`src/rtl/fifo_uart_tx_if.sv`:
```
// FIFO read-port bundle between the upstream 8-deep FIFO and its UART drain stage.
// master = drain stage (issues the read strobe), slave = FIFO (returns flag and data).
interface fifo_uart_tx_if #(
  parameter int DATA_WIDTH = 8
);
  logic                  fifo_rd;
  logic                  fifo_empty;
  logic [DATA_WIDTH-1:0] fifo_data;

  modport master (
    output fifo_rd,
    input  fifo_empty,
    input  fifo_data
  );

  modport slave (
    input  fifo_rd,
    output fifo_empty,
    output fifo_data
  );
endinterface

```
`src/rtl/fifo_uart_tx.sv`:
```
// UART transmitter that drains the upstream FIFO one byte at a time.
// Frame: start bit, data LSB first, optional even parity, one stop bit.
module fifo_uart_tx #(
  parameter int DATA_WIDTH   = 8,
  parameter int CLKS_PER_BIT = 16,
  parameter bit PARITY_EN    = 1'b0
) (
  input  logic                clock,
  input  logic                reset,
  input  logic                tx_enable,
  fifo_uart_tx_if.master      fifo,
  output logic                tx,
  output logic                busy,
  output logic                tx_done,
  output logic [15:0]         frame_count
);

  localparam int IDX_W = (DATA_WIDTH > 1) ? $clog2(DATA_WIDTH) : 1;
  localparam logic [15:0]      LAST_CNT = 16'(CLKS_PER_BIT - 1);
  localparam logic [15:0]      DONE_CNT = 16'(CLKS_PER_BIT - 2);
  localparam logic [IDX_W-1:0] LAST_IDX = IDX_W'(DATA_WIDTH - 1);
  localparam logic [IDX_W-1:0] IDX_ONE  = IDX_W'(1);

  typedef enum logic [2:0] {
    ST_IDLE   = 3'd0,
    ST_FETCH  = 3'd1,
    ST_LOAD   = 3'd2,
    ST_START  = 3'd3,
    ST_DATA   = 3'd4,
    ST_PARITY = 3'd5,
    ST_STOP   = 3'd6
  } state_t;

  state_t                state_r;
  logic [15:0]           cnt_r;
  logic [IDX_W-1:0]      bit_idx_r;
  logic [DATA_WIDTH-1:0] shift_r;
  logic                  parity_r;
  logic                  tx_r;
  logic                  fifo_rd_r;
  logic                  busy_r;
  logic                  tx_done_r;
  logic [15:0]           frame_count_r;

  logic                  start_ok_s;
  logic                  cnt_last_s;
  logic                  cnt_done_s;
  logic [DATA_WIDTH-1:0] next_shift_s;

  function automatic logic even_parity(input logic [DATA_WIDTH-1:0] d);
    return ^d;
  endfunction

  assign start_ok_s = tx_enable & ~fifo.fifo_empty;
  assign cnt_last_s = (cnt_r == LAST_CNT);
  assign cnt_done_s = (cnt_r == DONE_CNT);

  // Shift register contents after the current data bit has been sent.
  always_comb begin
    next_shift_s = shift_r >> 1;
  end

  // Frame sequencer: state, baud counter, shifter and all registered outputs.
  always_ff @(posedge clock) begin
    if (reset) begin
      state_r       <= ST_IDLE;
      cnt_r         <= 16'd0;
      bit_idx_r     <= '0;
      shift_r       <= '0;
      parity_r      <= 1'b0;
      tx_r          <= 1'b1;
      fifo_rd_r     <= 1'b0;
      busy_r        <= 1'b0;
      tx_done_r     <= 1'b0;
      frame_count_r <= 16'd0;
    end else begin
      fifo_rd_r <= 1'b0;
      tx_done_r <= 1'b0;
      case (state_r)
        ST_IDLE: begin
          tx_r  <= 1'b1;
          cnt_r <= 16'd0;
          if (start_ok_s) begin
            state_r   <= ST_FETCH;
            fifo_rd_r <= 1'b1;
            busy_r    <= 1'b1;
          end else begin
            state_r <= ST_IDLE;
            busy_r  <= 1'b0;
          end
        end
        ST_FETCH: begin
          state_r <= ST_LOAD;
        end
        ST_LOAD: begin
          // FIFO data is registered, so it is only valid one cycle after the pop.
          shift_r   <= fifo.fifo_data;
          parity_r  <= even_parity(fifo.fifo_data);
          bit_idx_r <= '0;
          cnt_r     <= 16'd0;
          tx_r      <= 1'b0;
          state_r   <= ST_START;
        end
        ST_START: begin
          if (cnt_last_s) begin
            cnt_r   <= 16'd0;
            tx_r    <= shift_r[0];
            state_r <= ST_DATA;
          end else begin
            cnt_r <= cnt_r + 16'd1;
          end
        end
        ST_DATA: begin
          if (cnt_last_s) begin
            cnt_r <= 16'd0;
            if (bit_idx_r == LAST_IDX) begin
              if (PARITY_EN) begin
                tx_r    <= parity_r;
                state_r <= ST_PARITY;
              end else begin
                tx_r    <= 1'b1;
                state_r <= ST_STOP;
              end
            end else begin
              bit_idx_r <= bit_idx_r + IDX_ONE;
              shift_r   <= next_shift_s;
              tx_r      <= next_shift_s[0];
            end
          end else begin
            cnt_r <= cnt_r + 16'd1;
          end
        end
        ST_PARITY: begin
          if (cnt_last_s) begin
            cnt_r   <= 16'd0;
            tx_r    <= 1'b1;
            state_r <= ST_STOP;
          end else begin
            cnt_r <= cnt_r + 16'd1;
          end
        end
        ST_STOP: begin
          // Raised one edge early so the pulse lands on the last stop cycle.
          if (cnt_done_s) begin
            tx_done_r     <= 1'b1;
            frame_count_r <= frame_count_r + 16'd1;
          end
          if (cnt_last_s) begin
            cnt_r <= 16'd0;
            if (start_ok_s) begin
              state_r   <= ST_FETCH;
              fifo_rd_r <= 1'b1;
            end else begin
              state_r <= ST_IDLE;
              busy_r  <= 1'b0;
            end
          end else begin
            cnt_r <= cnt_r + 16'd1;
          end
        end
        default: begin
          state_r <= ST_IDLE;
          cnt_r   <= 16'd0;
          tx_r    <= 1'b1;
          busy_r  <= 1'b0;
        end
      endcase
    end
  end

  assign fifo.fifo_rd = fifo_rd_r;
  assign tx           = tx_r;
  assign busy         = busy_r;
  assign tx_done      = tx_done_r;
  assign frame_count  = frame_count_r;

endmodule

```
`src/flat_wrapper.sv`:
```
// flat-port wrapper written by rule: the top's interface ports become plain ports
module fifo_uart_tx_flat 
#(
  parameter int DATA_WIDTH   = 8,
  parameter int CLKS_PER_BIT = 16,
  parameter bit PARITY_EN    = 1'b0
)
  (clock, reset, tx_enable, tx, busy, tx_done, frame_count, fifo_fifo_rd, fifo_fifo_empty, fifo_fifo_data);
  fifo_uart_tx_if #(.DATA_WIDTH(DATA_WIDTH)) fifo_i ();
  input  logic clock;
  input  logic reset;
  input  logic tx_enable;
  output logic tx;
  output logic busy;
  output logic tx_done;
  output logic [15:0] frame_count;
  output wire logic [$bits(fifo_i.fifo_rd)-1:0] fifo_fifo_rd;
  input wire logic [$bits(fifo_i.fifo_empty)-1:0] fifo_fifo_empty;
  input wire logic [$bits(fifo_i.fifo_data)-1:0] fifo_fifo_data;
  assign fifo_fifo_rd = fifo_i.fifo_rd;
  assign fifo_i.fifo_empty = fifo_fifo_empty;
  assign fifo_i.fifo_data = fifo_fifo_data;
  fifo_uart_tx #(.DATA_WIDTH(DATA_WIDTH), .CLKS_PER_BIT(CLKS_PER_BIT), .PARITY_EN(PARITY_EN)) u_core (.clock(clock), .reset(reset), .tx_enable(tx_enable), .fifo(fifo_i), .tx(tx), .busy(busy), .tx_done(tx_done), .frame_count(frame_count));
endmodule
```
`config.mk`:
```
export PLATFORM = sky130hd
export DESIGN_NAME = fifo_uart_tx_flat
export DESIGN_NICKNAME = d
export VERILOG_FILES = /design/src/rtl/fifo_uart_tx_if.sv /design/src/rtl/fifo_uart_tx.sv /design/src/flat_wrapper.sv
export SDC_FILE = /design/constraint.sdc
export NUM_CORES = 1
export LEC_CHECK = 0
export CAP_MARGIN = 10
export CORE_MARGIN = 4
export CORE_UTILIZATION = 55
export CTS_CLUSTER_DIAMETER = 60
export DETAILED_ROUTE_END_ITERATION = 7
export PLACE_DENSITY_LB_ADDON = 0.05
export SYNTH_ARGS = -nofsm -noshare
export SYNTH_HDL_FRONTEND = slang
export SYNTH_SLANG_ARGS = --single-unit
export TNS_END_PERCENT = 100
```
`constraint.sdc`:
```
create_clock -name clock -period 5.5 [get_ports clock]
set_clock_uncertainty 0.2 [all_clocks]
set_input_delay 1.375 -clock clock [delete_from_list [all_inputs] [get_ports clock]]
set_output_delay 1.375 -clock clock [all_outputs]
set_load 0.02 [all_outputs]
```
==> metrics.txt, run 1 <==
# TYPE chip_impl_metric gauge
chip_impl_metric{name="worst_path_largest_cell_delay",unit="ns"} 0.51
chip_impl_metric{name="ant_nets",unit=""} 0
chip_impl_metric{name="hold_violations",unit=""} 0
chip_impl_metric{name="period_share",unit="%"} 55.0
chip_impl_info{name="r2r_start",value="u_core.cnt_r[11]"} 1
chip_impl_info{name="worstSetupPathType",value="in2reg"} 1
chip_impl_metric{name="place.port_buffers",unit=""} 31
chip_impl_metric{name="cp.required",unit="ns"} 5.51
chip_impl_info{name="cp-end-kind",value="flop"} 1
chip_impl_metric{name="leakage",unit="nW"} 0.950
chip_impl_metric{name="cts_num_sinks",unit=""} 50
chip_impl_info{name="synth_flop_cell",value="dfxtp_1"} 1
chip_impl_metric{name="fin_util",unit="%"} 67.3
chip_impl_info{name="tritoncts_clock_tree",value="built"} 1
chip_impl_metric{name="met3WireLength",unit="um"} 177
chip_impl_info{name="run_status",value="completed"} 1
chip_impl_metric{name="timing.reg2reg.worst_path_depth",unit=""} 4
chip_impl_metric{name="first_pass_grt_wire_length",unit="um"} 9510
chip_impl_metric{name="route.vias.total",unit=""} 2390
chip_impl_metric{name="ff2ff_setup_slack",unit="ns"} 2.68
chip_impl_metric{name="flow.area_growth_from_synthesis",unit="%"} 15.6
chip_impl_info{name="cp_dominant_cell_by_count",value="a21oi_1"} 1
chip_impl_metric{name="htree_levels",unit=""} 2
chip_impl_metric{name="largest_driver_fanout_on_the_critical_path",unit=""} 42
chip_impl_metric{name="detail_route.vias_per_cell",unit=""} 6.32
chip_impl_metric{name="cap_violations",unit=""} 0
chip_impl_metric{name="largest_net_degree_at_the_start_of_global_routing",unit=""} 43
chip_impl_metric{name="final-seq-area",unit="sq um"} 1000
chip_impl_metric{name="holdPathStages",unit=""} 2
chip_impl_metric{name="postcts_setup_bufs",unit=""} 0
chip_impl_metric{name="synth.ff_latch_count",unit=""} 50
chip_impl_metric{name="floorplan.die.height",unit="um"} 76.6
chip_impl_info{name="timing.hold.worst_endpoint",value="u_core.bit_idx_r[2]"} 1
chip_impl_metric{name="number_of_library_cell_types_mapped_by_synthesis",unit=""} 44
chip_impl_metric{name="synthesis.instances",unit=""} 309
chip_impl_metric{name="post_cts_hold_buffer_count",unit=""} 0
chip_impl_metric{name="antennaDiodeCount",unit=""} 0
chip_impl_info{name="hold_path.class",value="reg2reg"} 1
chip_impl_metric{name="cp_data_arrival_time",unit="ns"} 3.04
chip_impl_metric{name="normalized_max_slew_margin",unit="%"} 24.5
chip_impl_metric{name="synthesis.area",unit="sq um"} 2580
chip_impl_info{name="top_layer",value="met4"} 1
chip_impl_info{name="r2r_endpoint",value="u_core.cnt_r[5]"} 1
chip_impl_info{name="crit_path_top_delay_cell",value="o221ai_1"} 1
chip_impl_metric{name="synth-edff-count",unit=""} 0
chip_impl_metric{name="drt-met1-wl",unit="um"} 2860
chip_impl_metric{name="floorplan.die.width",unit="um"} 76.6
chip_impl_metric{name="drt_pre_antenna_iters",unit=""} 4
chip_impl_metric{name="drv_slew",unit=""} 0
chip_impl_metric{name="dieArea",unit="sq um"} 5860
chip_impl_metric{name="multi_input_area",unit="sq um"} 1460
chip_impl_metric{name="post_route_cells_drive_above_1_share",unit="%"} 4.29
chip_impl_metric{name="grt_util_all_layers",unit="%"} 19.0
chip_impl_metric{name="worst_ir_drop_vdd",unit="mV"} 0.133
chip_impl_metric{name="finalSetupViolCount",unit=""} 0
chip_impl_metric{name="drc_errors",unit=""} 0
chip_impl_info{name="critical_path.cell_chain",value="clkdlybuf4s50_1, buf_4, a21oi_1, o221ai_1, a21oi_1"} 1
chip_impl_metric{name="syn-mean-instance-area",unit="sq um"} 8.37
chip_impl_metric{name="synth-async-reset-ratio",unit="%"} 0
chip_impl_metric{name="place_hpwl",unit="um"} 3680
chip_impl_metric{name="fp.coreArea",unit="sq um"} 4440
chip_impl_info{name="grt_setup_unrepaired",value="no"} 1
chip_impl_metric{name="num-fill-cells",unit=""} 395
chip_impl_metric{name="detail_route_met2_wl",unit="um"} 2520
chip_impl_info{name="crit_start_category",value="primary input"} 1
chip_impl_metric{name="totalNegativeSetupSlack",unit="ns"} 0
chip_impl_metric{name="yosys_warnings",unit=""} 0
chip_impl_metric{name="powerDensity",unit="nW/um^2"} 242
chip_impl_metric{name="postSynthNetCount",unit=""} 326
chip_impl_metric{name="routabilityCongestion",unit=""} 0.797
chip_impl_metric{name="fmax",unit="MHz"} 331
chip_impl_metric{name="detail_route.iter0.violations",unit=""} 168
chip_impl_metric{name="detail_route.wl_per_cell",unit="um"} 14.8
chip_impl_metric{name="initial_core_util",unit="%"} 58.2
chip_impl_metric{name="cts.repair.resized",unit=""} 0
chip_impl_metric{name="top_level_ports",unit=""} 32
chip_impl_metric{name="number_of_buffers_added_by_the_clock_tree_synthesis_step",unit=""} 5
chip_impl_metric{name="remaining_global_route_overflow",unit=""} 0
chip_impl_metric{name="drt-total-wl",unit="um"} 5600
chip_impl_metric{name="synth_sequential_area_ratio",unit="%"} 38.7
chip_impl_metric{name="clk_pin_slew",unit="ns"} 0.09
chip_impl_metric{name="nets",unit=""} 343
chip_impl_metric{name="period_minus_slack",unit="ns"} 3.03
chip_impl_metric{name="clock_insertion_delay_worst_skew",unit="ns"} 0.29
chip_impl_metric{name="max_slew.worst_pin.slew",unit="ns"} 1.13
chip_impl_metric{name="first_global_vias",unit=""} 2084
chip_impl_metric{name="std_cell_rows",unit=""} 24
chip_impl_info{name="root_buffer",value="clkbuf_8"} 1
chip_impl_metric{name="ctsLongestPathBuffers",unit=""} 2
chip_impl_info{name="holdCritStartpoint",value="u_core.bit_idx_r[2]"} 1
chip_impl_metric{name="antenna_found_initial",unit=""} 0
## sequential cells by signal (all words and copies together), names as in the netlist
signal / cells
u_core.frame_count: 16
u_core.cnt_r: 16
u_core.busy: 1
u_core.state_r: 3
u_core.bit_idx_r: 3
u_core.fifo.fifo_rd: 1
u_core.tx_done: 1
u_core.tx: 1
u_core.shift_r: 8
## power breakdown
part / total, mW / switching, mW / internal, mW / leakage, nW
combinational: 0.0716 / 0.0391 / 0.0325 / 0.489
clock: 0.265 / 0.119 / 0.146 / 0.0573
sequential: 0.387 / 0.0145 / 0.372 / 0.404
total: 0.723 / 0.172 / 0.550 / 0.950
## area by class of cell
class / instances / share of cell area [%]
multi-input combinational: 228 / 48.8
sequential: 50 / 33.5
timing repair buffer: 32 / 10.6
clock buffer: 6 / 2.76
tap: 52 / 2.18
inverter: 9 / 1.13
clock inverter: 1 / 1.00
## layer usage
layer / global-route usage, % / up-vias
met1: 27.1 / 1138
met3: 3.31 / 5
met2: 29.4 / 43
li1: - / 1204
met4: 4.89 / 0
met5: 0 / -
## cells in the mapped netlist, drive strengths merged, types with 9 or more instances
| library cell | n | area, sq um |
|---|---|---|
| inv | 9 | 33.8 |
| nor2b | 12 | 75.1 |
| dfxtp | 50 | 1000 |
| nor2 | 14 | 52.6 |
| nand4 | 9 | 56.3 |
| a21oi | 36 | 180 |
| clkbuf | 15 | 56.3 |
| or3 | 13 | 81.3 |
| nand2 | 15 | 56.3 |
| o31ai | 13 | 97.6 |
| o21ai | 23 | 115 |
| or4 | 13 | 97.6 |
| nand3 | 16 | 85.1 |
## metrics by stage
stage,power (mW),setup slack [ns],instances,hold slack (ns),area [sq um]
after CTS,0.727,2.45,378,0.299,2990
after floorplan,0.442,3.17,309,0.257,2580
after detailed placement,0.466,2.15,371,0.287,2880
after global routing,0.751,2.27,378,0.333,2990
final,0.723,2.47,378,0.296,2990
after global placement,0.466,2.22,371,0.276,2880
## critical path: cells and delay by family
family	cells	cell delay, ns
AO/OA/AOI/OAI	3	0.99
buffers and inverters	2	0.66
## how the worst max path moves through the flow
stage	start	endpoint	slack [ns]
after floorplan	reset	u_core.tx_done	3.17
after global placement	reset	u_core.cnt_r[11]	2.22
after detailed placement	reset	u_core.cnt_r[13]	2.15
after CTS	reset	u_core.cnt_r[14]	2.45
after global routing	reset	u_core.cnt_r[15]	2.27
final	reset	u_core.cnt_r[13]	2.47
## kinds of logic after synthesis
logic type                 after synthesis  share of synthesized area [%]
muxes                                    3                           1.26
and+or+nand+nor                        119                           28.0
xor gates and xnor gates                 8                           2.71
buffers and inverters                   31                           5.03
DFF                                     50                           38.7
AOI/OAI and AO/OA                       93                           21.9
adders and majority gates                5                           2.42
## placed cells by master, fill, tap and decap left out, types with 2 or more instances in the layout
cell type        count
a22oi_1              2
nor2b_1             12
ha_1                 5
or3_1               13
a32oi_1              7
nor3_1               4
o221ai_1             4
dfxtp_1             50
nor4_2               2
nand2b_1             2
a21oi_1             36
nand2_1             15
nor4b_1              2
and3_1               4
nor2_1              14
nor4_1               2
a31oi_1              2
and4_1               6
clkbuf_8             6
o21ai_0             23
nand4_1              9
o211ai_1             2
or4_1               13
clkdlybuf4s50_1     31
xor2_1               7
inv_1                9
o31ai_1             13
nand3_1             15
No activity file was read; power rests on OpenSTA's default activity.
==> run 2, diff against run 1 <==
==> constraint.sdc (replaced) <==
create_clock -name clock -period 2.8 [get_ports clock]
set_clock_uncertainty 0.2 [all_clocks]
set_input_delay 0.7 -clock clock [delete_from_list [all_inputs] [get_ports clock]]
set_output_delay 0.7 -clock clock [all_outputs]
set_load 0.02 [all_outputs]
==> run 2 against run 1 <==
Against the previous run:
- routed wire length grew 2.9%
- final cell count rose by 1.9%
- via count grew 1.5%
- critical path depth shrank 1
- sequential power grew 95%
- worst hold slack got worse by 0.0086 ns
- first-iteration DRC count shrank 11%
- global-route usage is 1.1 points higher
- count of clock-buffer cells in the layout shrank 1
- final area increased by 0.80%
==> metrics.txt, run 2 (same netlist as run 1, synthesis figures left out) <==
# TYPE chip_impl_metric gauge
chip_impl_info{name="run_status",value="completed"} 1
chip_impl_info{name="holdCritStartpoint",value="u_core.bit_idx_r[2]"} 1
chip_impl_metric{name="drt-total-wl",unit="um"} 5760
chip_impl_metric{name="post_route_cells_drive_above_1_share",unit="%"} 6.31
chip_impl_metric{name="drt_pre_antenna_iters",unit=""} 4
chip_impl_info{name="cp-end-kind",value="flop"} 1
chip_impl_metric{name="worst_ir_drop_vdd",unit="mV"} 0.271
chip_impl_info{name="root_buffer",value="clkbuf_8"} 1
chip_impl_metric{name="floorplan.die.width",unit="um"} 76.6
chip_impl_metric{name="clock_insertion_delay_worst_skew",unit="ns"} 0.30
chip_impl_metric{name="initial_core_util",unit="%"} 58.2
chip_impl_metric{name="detail_route.vias_per_cell",unit=""} 6.30
chip_impl_metric{name="floorplan.die.height",unit="um"} 76.6
chip_impl_info{name="r2r_start",value="u_core.state_r[2]"} 1
chip_impl_metric{name="cts.repair.resized",unit=""} 0
chip_impl_metric{name="finalSetupViolCount",unit=""} 0
chip_impl_metric{name="timing.hold.ws",unit="ns"} 0.287
chip_impl_info{name="worstSetupPathType",value="reg2reg"} 1
chip_impl_metric{name="cts_num_sinks",unit=""} 50
chip_impl_metric{name="fin_util",unit="%"} 67.8
chip_impl_metric{name="nets",unit=""} 350
chip_impl_metric{name="detail_route.wl_per_cell",unit="um"} 15.0
chip_impl_info{name="highest_count_cells_in_the_layout_ignoring_fill_and_taps",value="dfxtp_1, a21oi_1, clkdlybuf4s50_1, o21ai_0"} 1
chip_impl_metric{name="dpl-instance-area",unit="sq um"} 2930
chip_impl_metric{name="timing.reg2reg.worst_path_depth",unit=""} 4
chip_impl_metric{name="cap_violations",unit=""} 0
chip_impl_metric{name="postcts_setup_bufs",unit=""} 0
chip_impl_metric{name="first_global_vias",unit=""} 2166
chip_impl_metric{name="clk_pin_slew",unit="ns"} 0.09
chip_impl_info{name="r2r_endpoint",value="u_core.frame_count[14]"} 1
chip_impl_metric{name="routabilityCongestion",unit=""} 0.818
chip_impl_metric{name="drc_errors",unit=""} 0
chip_impl_metric{name="ant_nets",unit=""} 0
chip_impl_metric{name="detail_route.iter0.violations",unit=""} 149
chip_impl_metric{name="holdPathStages",unit=""} 2
chip_impl_metric{name="fp.coreArea",unit="sq um"} 4440
chip_impl_metric{name="antenna_found_initial",unit=""} 0
chip_impl_metric{name="route.vias.total",unit=""} 2426
chip_impl_info{name="timing.hold.worst_endpoint",value="u_core.bit_idx_r[2]"} 1
chip_impl_info{name="crit_start_category",value="flop"} 1
chip_impl_metric{name="htree_levels",unit=""} 2
chip_impl_metric{name="fmax",unit="MHz"} 419
chip_impl_metric{name="hold_violations",unit=""} 0
chip_impl_metric{name="flow.area_growth_from_synthesis",unit="%"} 16.6
chip_impl_metric{name="largest_net_degree_at_the_start_of_global_routing",unit=""} 35
chip_impl_metric{name="leakage",unit="nW"} 0.964
chip_impl_metric{name="number_of_buffers_added_by_the_clock_tree_synthesis_step",unit=""} 5
chip_impl_metric{name="layout.cell_area.non_filler",unit="sq um"} 3010
chip_impl_metric{name="cp.required",unit="ns"} 2.79
chip_impl_metric{name="ff2ff_setup_slack",unit="ns"} 0.41
chip_impl_metric{name="post_cts_hold_buffer_count",unit=""} 0
chip_impl_metric{name="period_share",unit="%"} 85.2
chip_impl_metric{name="powerDensity",unit="nW/um^2"} 438
chip_impl_metric{name="antennaDiodeCount",unit=""} 0
chip_impl_metric{name="setup_slack_after_placement",unit="ns"} 0.485
chip_impl_metric{name="std_cell_rows",unit=""} 24
chip_impl_info{name="cp-startpoint",value="u_core.state_r[2]"} 1
chip_impl_metric{name="totalNegativeSetupSlack",unit="ns"} 0
chip_impl_metric{name="dieArea",unit="sq um"} 5860
chip_impl_metric{name="cp_data_arrival_time",unit="ns"} 2.38
chip_impl_metric{name="first_pass_grt_wire_length",unit="um"} 10100
chip_impl_info{name="grt_setup_unrepaired",value="no"} 1
chip_impl_metric{name="grt_util_all_layers",unit="%"} 20.1
chip_impl_metric{name="drv_slew",unit=""} 0
chip_impl_info{name="hold_path.class",value="reg2reg"} 1
chip_impl_metric{name="max_slew.worst_pin.slew",unit="ns"} 0.608
chip_impl_metric{name="ctsLongestPathBuffers",unit=""} 2
chip_impl_metric{name="layout_setup_ws",unit="ns"} 0.414
chip_impl_metric{name="top_level_ports",unit=""} 32
chip_impl_metric{name="largest_driver_fanout_on_the_critical_path",unit=""} 17
chip_impl_metric{name="place_hpwl",unit="um"} 3850
chip_impl_info{name="tritoncts_clock_tree",value="built"} 1
chip_impl_metric{name="period_minus_slack",unit="ns"} 2.39
chip_impl_metric{name="normalized_max_slew_margin",unit="%"} 59.5
chip_impl_metric{name="place.port_buffers",unit=""} 31
chip_impl_metric{name="remaining_global_route_overflow",unit=""} 0
chip_impl_info{name="final_common_cell",value="dfxtp_1"} 1
## run 2: worst max-delay path by stage
stage                                  end  slack (ns)  cells past startpoint
floorplan           u_core.frame_count[14]        0.84                      6
global placement    u_core.frame_count[15]        0.47                      4
detailed placement  u_core.frame_count[11]        0.49                      4
CTS                 u_core.frame_count[14]        0.46                      4
global route        u_core.frame_count[14]        0.25                      4
finish              u_core.frame_count[14]        0.41                      4
## run 2: area by class of cell
class,count,area (sq um)
repair buffers,39,370
flip-flops and latches,50,1000
multi-input cells,228,1460
fillers,377,1430
inverters,9,33.8
well taps,52,65.1
clock buffers,5,68.8
clock inverters,2,15.0
## run 2: metal layers
layer | wire length, um | GRT usage [%] | vias to the layer above
met4 | 59 | 5.43 | 0
met3 | 284 | 4.14 | 6
met2 | 2710 | 31.5 | 59
met5 | 0 | 0 | -
li1 | - | - | 1212
met1 | 2710 | 28.0 | 1149
## run 2: where the power goes
group / leakage (nW) / internal [mW] / switching [mW]
Sequential: 0.404 / 0.731 / 0.0220
Combinational: 0.523 / 0.0723 / 0.0875
Clock: 0.0362 / 0.171 / 0.237
Total: 0.964 / 0.974 / 0.346
## run 2: worst max-delay path: stages, from the launching register on
cell,delay [ns]
dfxtp_1,0.66
and2_1,0.40
nand2_1,0.27
nor4_1,0.39
mux2_1,0.35
## run 2: through the flow
stage / power, mW / cells
after floorplan: 0.869 / 309
after global placement: 0.925 / 378
after detailed placement: 0.927 / 378
after CTS: 1.34 / 385
after global routing: 1.39 / 385
final: 1.32 / 385
==> run 3, diff against run 2 <==
--- a/config.mk
+++ b/config.mk
@@ -10,7 +10,7 @@
 export CORE_UTILIZATION = 55
 export CTS_CLUSTER_DIAMETER = 60
 export DETAILED_ROUTE_END_ITERATION = 7
-export PLACE_DENSITY_LB_ADDON = 0.05
+export PLACE_DENSITY_LB_ADDON = 0.08
 export SYNTH_ARGS = -nofsm -noshare
 export SYNTH_HDL_FRONTEND = slang
 export SYNTH_SLANG_ARGS = --single-unit
==> run 3 against run 2 <==
Against the previous run:
- setup slack improved by 0.070 ns
- sequential power decreased by 0.5%
- routed wire length decreased by 3.0%
- final area increased by 0.66%
- first-iteration DRC count decreased by 6.7%
- critical path type unchanged
- non-clock buffer count unchanged
- count of clock-buffer cells in the layout increased by 2
- worst hold slack improved by 0.0034 ns
- core utilization increased by 0.45 points
- final cell count increased by 0.26%
==> metrics.txt, run 3 (same netlist as run 1, synthesis figures left out) <==
# TYPE chip_impl_metric gauge
chip_impl_metric{name="ff2ff_setup_slack",unit="ns"} 0.48
chip_impl_metric{name="power_report.internal_total",unit="mW"} 1.00
chip_impl_metric{name="drc_errors",unit=""} 0
chip_impl_info{name="cp-startpoint",value="u_core.cnt_r[11]"} 1
chip_impl_metric{name="detail_route.vias_per_cell",unit=""} 6.19
chip_impl_metric{name="multi_input_area",unit="sq um"} 1460
chip_impl_metric{name="total_switching_power",unit="mW"} 0.339
chip_impl_metric{name="ant_nets",unit=""} 0
chip_impl_metric{name="switching_share",unit="%"} 25.2
chip_impl_info{name="crit_path_top_delay_cell",value="nand3_2"} 1
chip_impl_metric{name="hold_violations",unit=""} 0
chip_impl_info{name="crit_start_category",value="flop"} 1
chip_impl_info{name="r2r_endpoint",value="u_core.frame_count[14]"} 1
chip_impl_metric{name="pwr-share-clk",unit="%"} 32.1
chip_impl_metric{name="fin_cells",unit=""} 386
chip_impl_metric{name="finalSetupViolCount",unit=""} 0
chip_impl_info{name="grt_setup_unrepaired",value="no"} 1
chip_impl_metric{name="cp_data_arrival_time",unit="ns"} 2.31
chip_impl_metric{name="post-place-cells",unit=""} 378
chip_impl_metric{name="cap_violations",unit=""} 0
chip_impl_metric{name="routabilityCongestion",unit=""} 0.830
chip_impl_info{name="tritoncts_clock_tree",value="built"} 1
chip_impl_info{name="worstSetupPathType",value="reg2reg"} 1
chip_impl_metric{name="drt_pre_antenna_iters",unit=""} 5
chip_impl_info{name="run_status",value="completed"} 1
chip_impl_metric{name="post_route_cells_drive_above_1_share",unit="%"} 6.29
chip_impl_metric{name="comb_power_share",unit="%"} 12.1
chip_impl_metric{name="antennaDiodeCount",unit=""} 0
chip_impl_metric{name="floorplan.die.height",unit="um"} 76.6
chip_impl_metric{name="post_cts_hold_buffer_count",unit=""} 0
chip_impl_metric{name="detail_route.iter0.violations",unit=""} 139
chip_impl_metric{name="ctsLongestPathBuffers",unit=""} 2
chip_impl_info{name="critical_path.cell_chain",value="nor4_2, nand3_2, nor4_1, mux2_1"} 1
chip_impl_metric{name="cts_num_sinks",unit=""} 50
chip_impl_metric{name="remaining_global_route_overflow",unit=""} 0
chip_impl_info{name="crit_path_end",value="u_core.frame_count[14]"} 1
chip_impl_metric{name="powerDensity",unit="nW/um^2"} 443
chip_impl_metric{name="htree_levels",unit=""} 2
chip_impl_metric{name="largest_net_degree_at_the_start_of_global_routing",unit=""} 42
chip_impl_info{name="cp-end-kind",value="flop"} 1
chip_impl_metric{name="drv_slew",unit=""} 0
chip_impl_metric{name="clk_pin_slew",unit="ns"} 0.09
chip_impl_info{name="highest_count_cells_in_the_layout_ignoring_fill_and_taps",value="dfxtp_1, a21oi_1, clkdlybuf4s50_1, o21ai_0"} 1
chip_impl_metric{name="detail_route.wl_per_cell",unit="um"} 14.5
chip_impl_metric{name="nets",unit=""} 350
chip_impl_metric{name="drt-total-wl",unit="um"} 5590
chip_impl_metric{name="seq_power_share",unit="%"} 55.8
chip_impl_metric{name="antenna_found_initial",unit=""} 0
chip_impl_metric{name="place_hpwl",unit="um"} 3790
chip_impl_metric{name="cts.repair.resized",unit=""} 0
chip_impl_metric{name="fp.coreArea",unit="sq um"} 4440
chip_impl_metric{name="crit_buf_inv",unit=""} 0
chip_impl_metric{name="initial_core_util",unit="%"} 58.2
chip_impl_metric{name="fmax",unit="MHz"} 432
chip_impl_metric{name="cp.required",unit="ns"} 2.79
chip_impl_metric{name="postcts_setup_bufs",unit=""} 0
chip_impl_metric{name="layout.cell_area.non_filler",unit="sq um"} 3030
chip_impl_metric{name="timing.reg2reg.worst_path_depth",unit=""} 4
chip_impl_metric{name="place.port_buffers",unit=""} 31
chip_impl_metric{name="flow.area_growth_from_synthesis",unit="%"} 17.3
chip_impl_metric{name="worst_path_largest_cell_delay",unit="ns"} 0.48
chip_impl_metric{name="grt_util_all_layers",unit="%"} 19.4
chip_impl_metric{name="number_of_buffers_added_by_the_clock_tree_synthesis_step",unit=""} 5
chip_impl_metric{name="std_cell_rows",unit=""} 24
chip_impl_metric{name="dieArea",unit="sq um"} 5860
chip_impl_info{name="cpLargestDelayFamily",value="simple AND/OR/NAND/NOR gates"} 1
chip_impl_metric{name="period_share",unit="%"} 82.7
chip_impl_metric{name="dpl-instance-area",unit="sq um"} 2940
chip_impl_metric{name="worst_ir_drop_vdd",unit="mV"} 0.362
chip_impl_metric{name="max_slew.worst_pin.slew",unit="ns"} 0.602
chip_impl_metric{name="first_global_vias",unit=""} 2126
chip_impl_info{name="root_buffer",value="clkbuf_8"} 1
chip_impl_metric{name="num-fill-cells",unit=""} 387
chip_impl_metric{name="clock_insertion_delay_worst_skew",unit="ns"} 0.30
chip_impl_metric{name="largest_driver_fanout_on_the_critical_path",unit=""} 29
chip_impl_metric{name="final-seq-area",unit="sq um"} 1000
chip_impl_metric{name="top_level_ports",unit=""} 32
chip_impl_metric{name="path_depth",unit=""} 4
chip_impl_metric{name="normalized_max_slew_margin",unit="%"} 59.8
chip_impl_metric{name="floorplan.die.width",unit="um"} 76.6
chip_impl_info{name="hold_path.class",value="reg2reg"} 1
chip_impl_metric{name="first_pass_grt_wire_length",unit="um"} 9680
chip_impl_info{name="r2r_start",value="u_core.cnt_r[11]"} 1
chip_impl_metric{name="period_minus_slack",unit="ns"} 2.32
chip_impl_metric{name="totalNegativeSetupSlack",unit="ns"} 0
chip_impl_metric{name="leakage",unit="nW"} 0.981
chip_impl_info{name="final_common_cell",value="dfxtp_1"} 1
chip_impl_metric{name="route.vias.total",unit=""} 2390
==> run 3: cell count changes in the layout (fill, tap and decap cells not counted), sizes merged <==
cell | before | now
clkinv | 0 | 1
clkbuf | 5 | 7
clkinvlp | 2 | 0
==> run 3: power groups by stage <==
stage | combinational [mW] | sequential [mW] | clock (mW)
floorplan | 0.106 | 0.763 | 0
global placement | 0.160 | 0.765 | 0
detailed placement | 0.162 | 0.765 | 0
CTS | 0.162 | 0.748 | 0.438
global route | 0.181 | 0.753 | 0.465
finish | 0.162 | 0.749 | 0.431
==> run 3: metrics by stage <==
step	hold slack (ns)	util, %	setup slack (ns)	total power, mW
finish	0.291	68.2	0.484	1.34
global route	0.331	68.2	0.302	1.40
CTS	0.293	68.2	0.482	1.35
floorplan	0.257	-	0.836	0.869
global placement	0.269	66.2	0.549	0.924
detailed placement	0.281	66.2	0.509	0.927
==> run 3: worst min path at each step <==
stage	startpoint	to	slack, ns	cells past startpoint
after floorplan	u_core.bit_idx_r[1]	u_core.bit_idx_r[1]	0.26	2
after global placement	u_core.bit_idx_r[2]	u_core.bit_idx_r[2]	0.27	2
after detailed placement	u_core.bit_idx_r[1]	u_core.bit_idx_r[1]	0.28	2
after CTS	u_core.bit_idx_r[1]	u_core.bit_idx_r[1]	0.29	2
after global routing	u_core.bit_idx_r[1]	u_core.bit_idx_r[1]	0.33	2
final	u_core.bit_idx_r[2]	u_core.bit_idx_r[2]	0.29	2
==> run 3: cell type report <==
type | count | area share (%)
sequential | 50 | 33.0
multi-input combinational | 228 | 48.1
inverter | 9 | 1.11
tap | 52 | 2.15
clock inverter | 1 | 0.165
clock buffer | 7 | 2.85
timing repair buffer | 39 | 12.6
==> run 3: routing by layer <==
metal	share of wire (%)	up-vias	global-route usage, %
li1	-	1215	-
met1	47	1127	26.0
met2	48	42	31.6
met3	4.0	6	3.78
met4	0.95	0	5.25
met5	0	-	0
==> run 3: worst reg2reg max path, stage by stage, from the launching register on <==
cell	delay (ns)
dfxtp_1	0.34
nor4_2	0.38
nand3_2	0.48
nor4_1	0.45
mux2_1	0.35
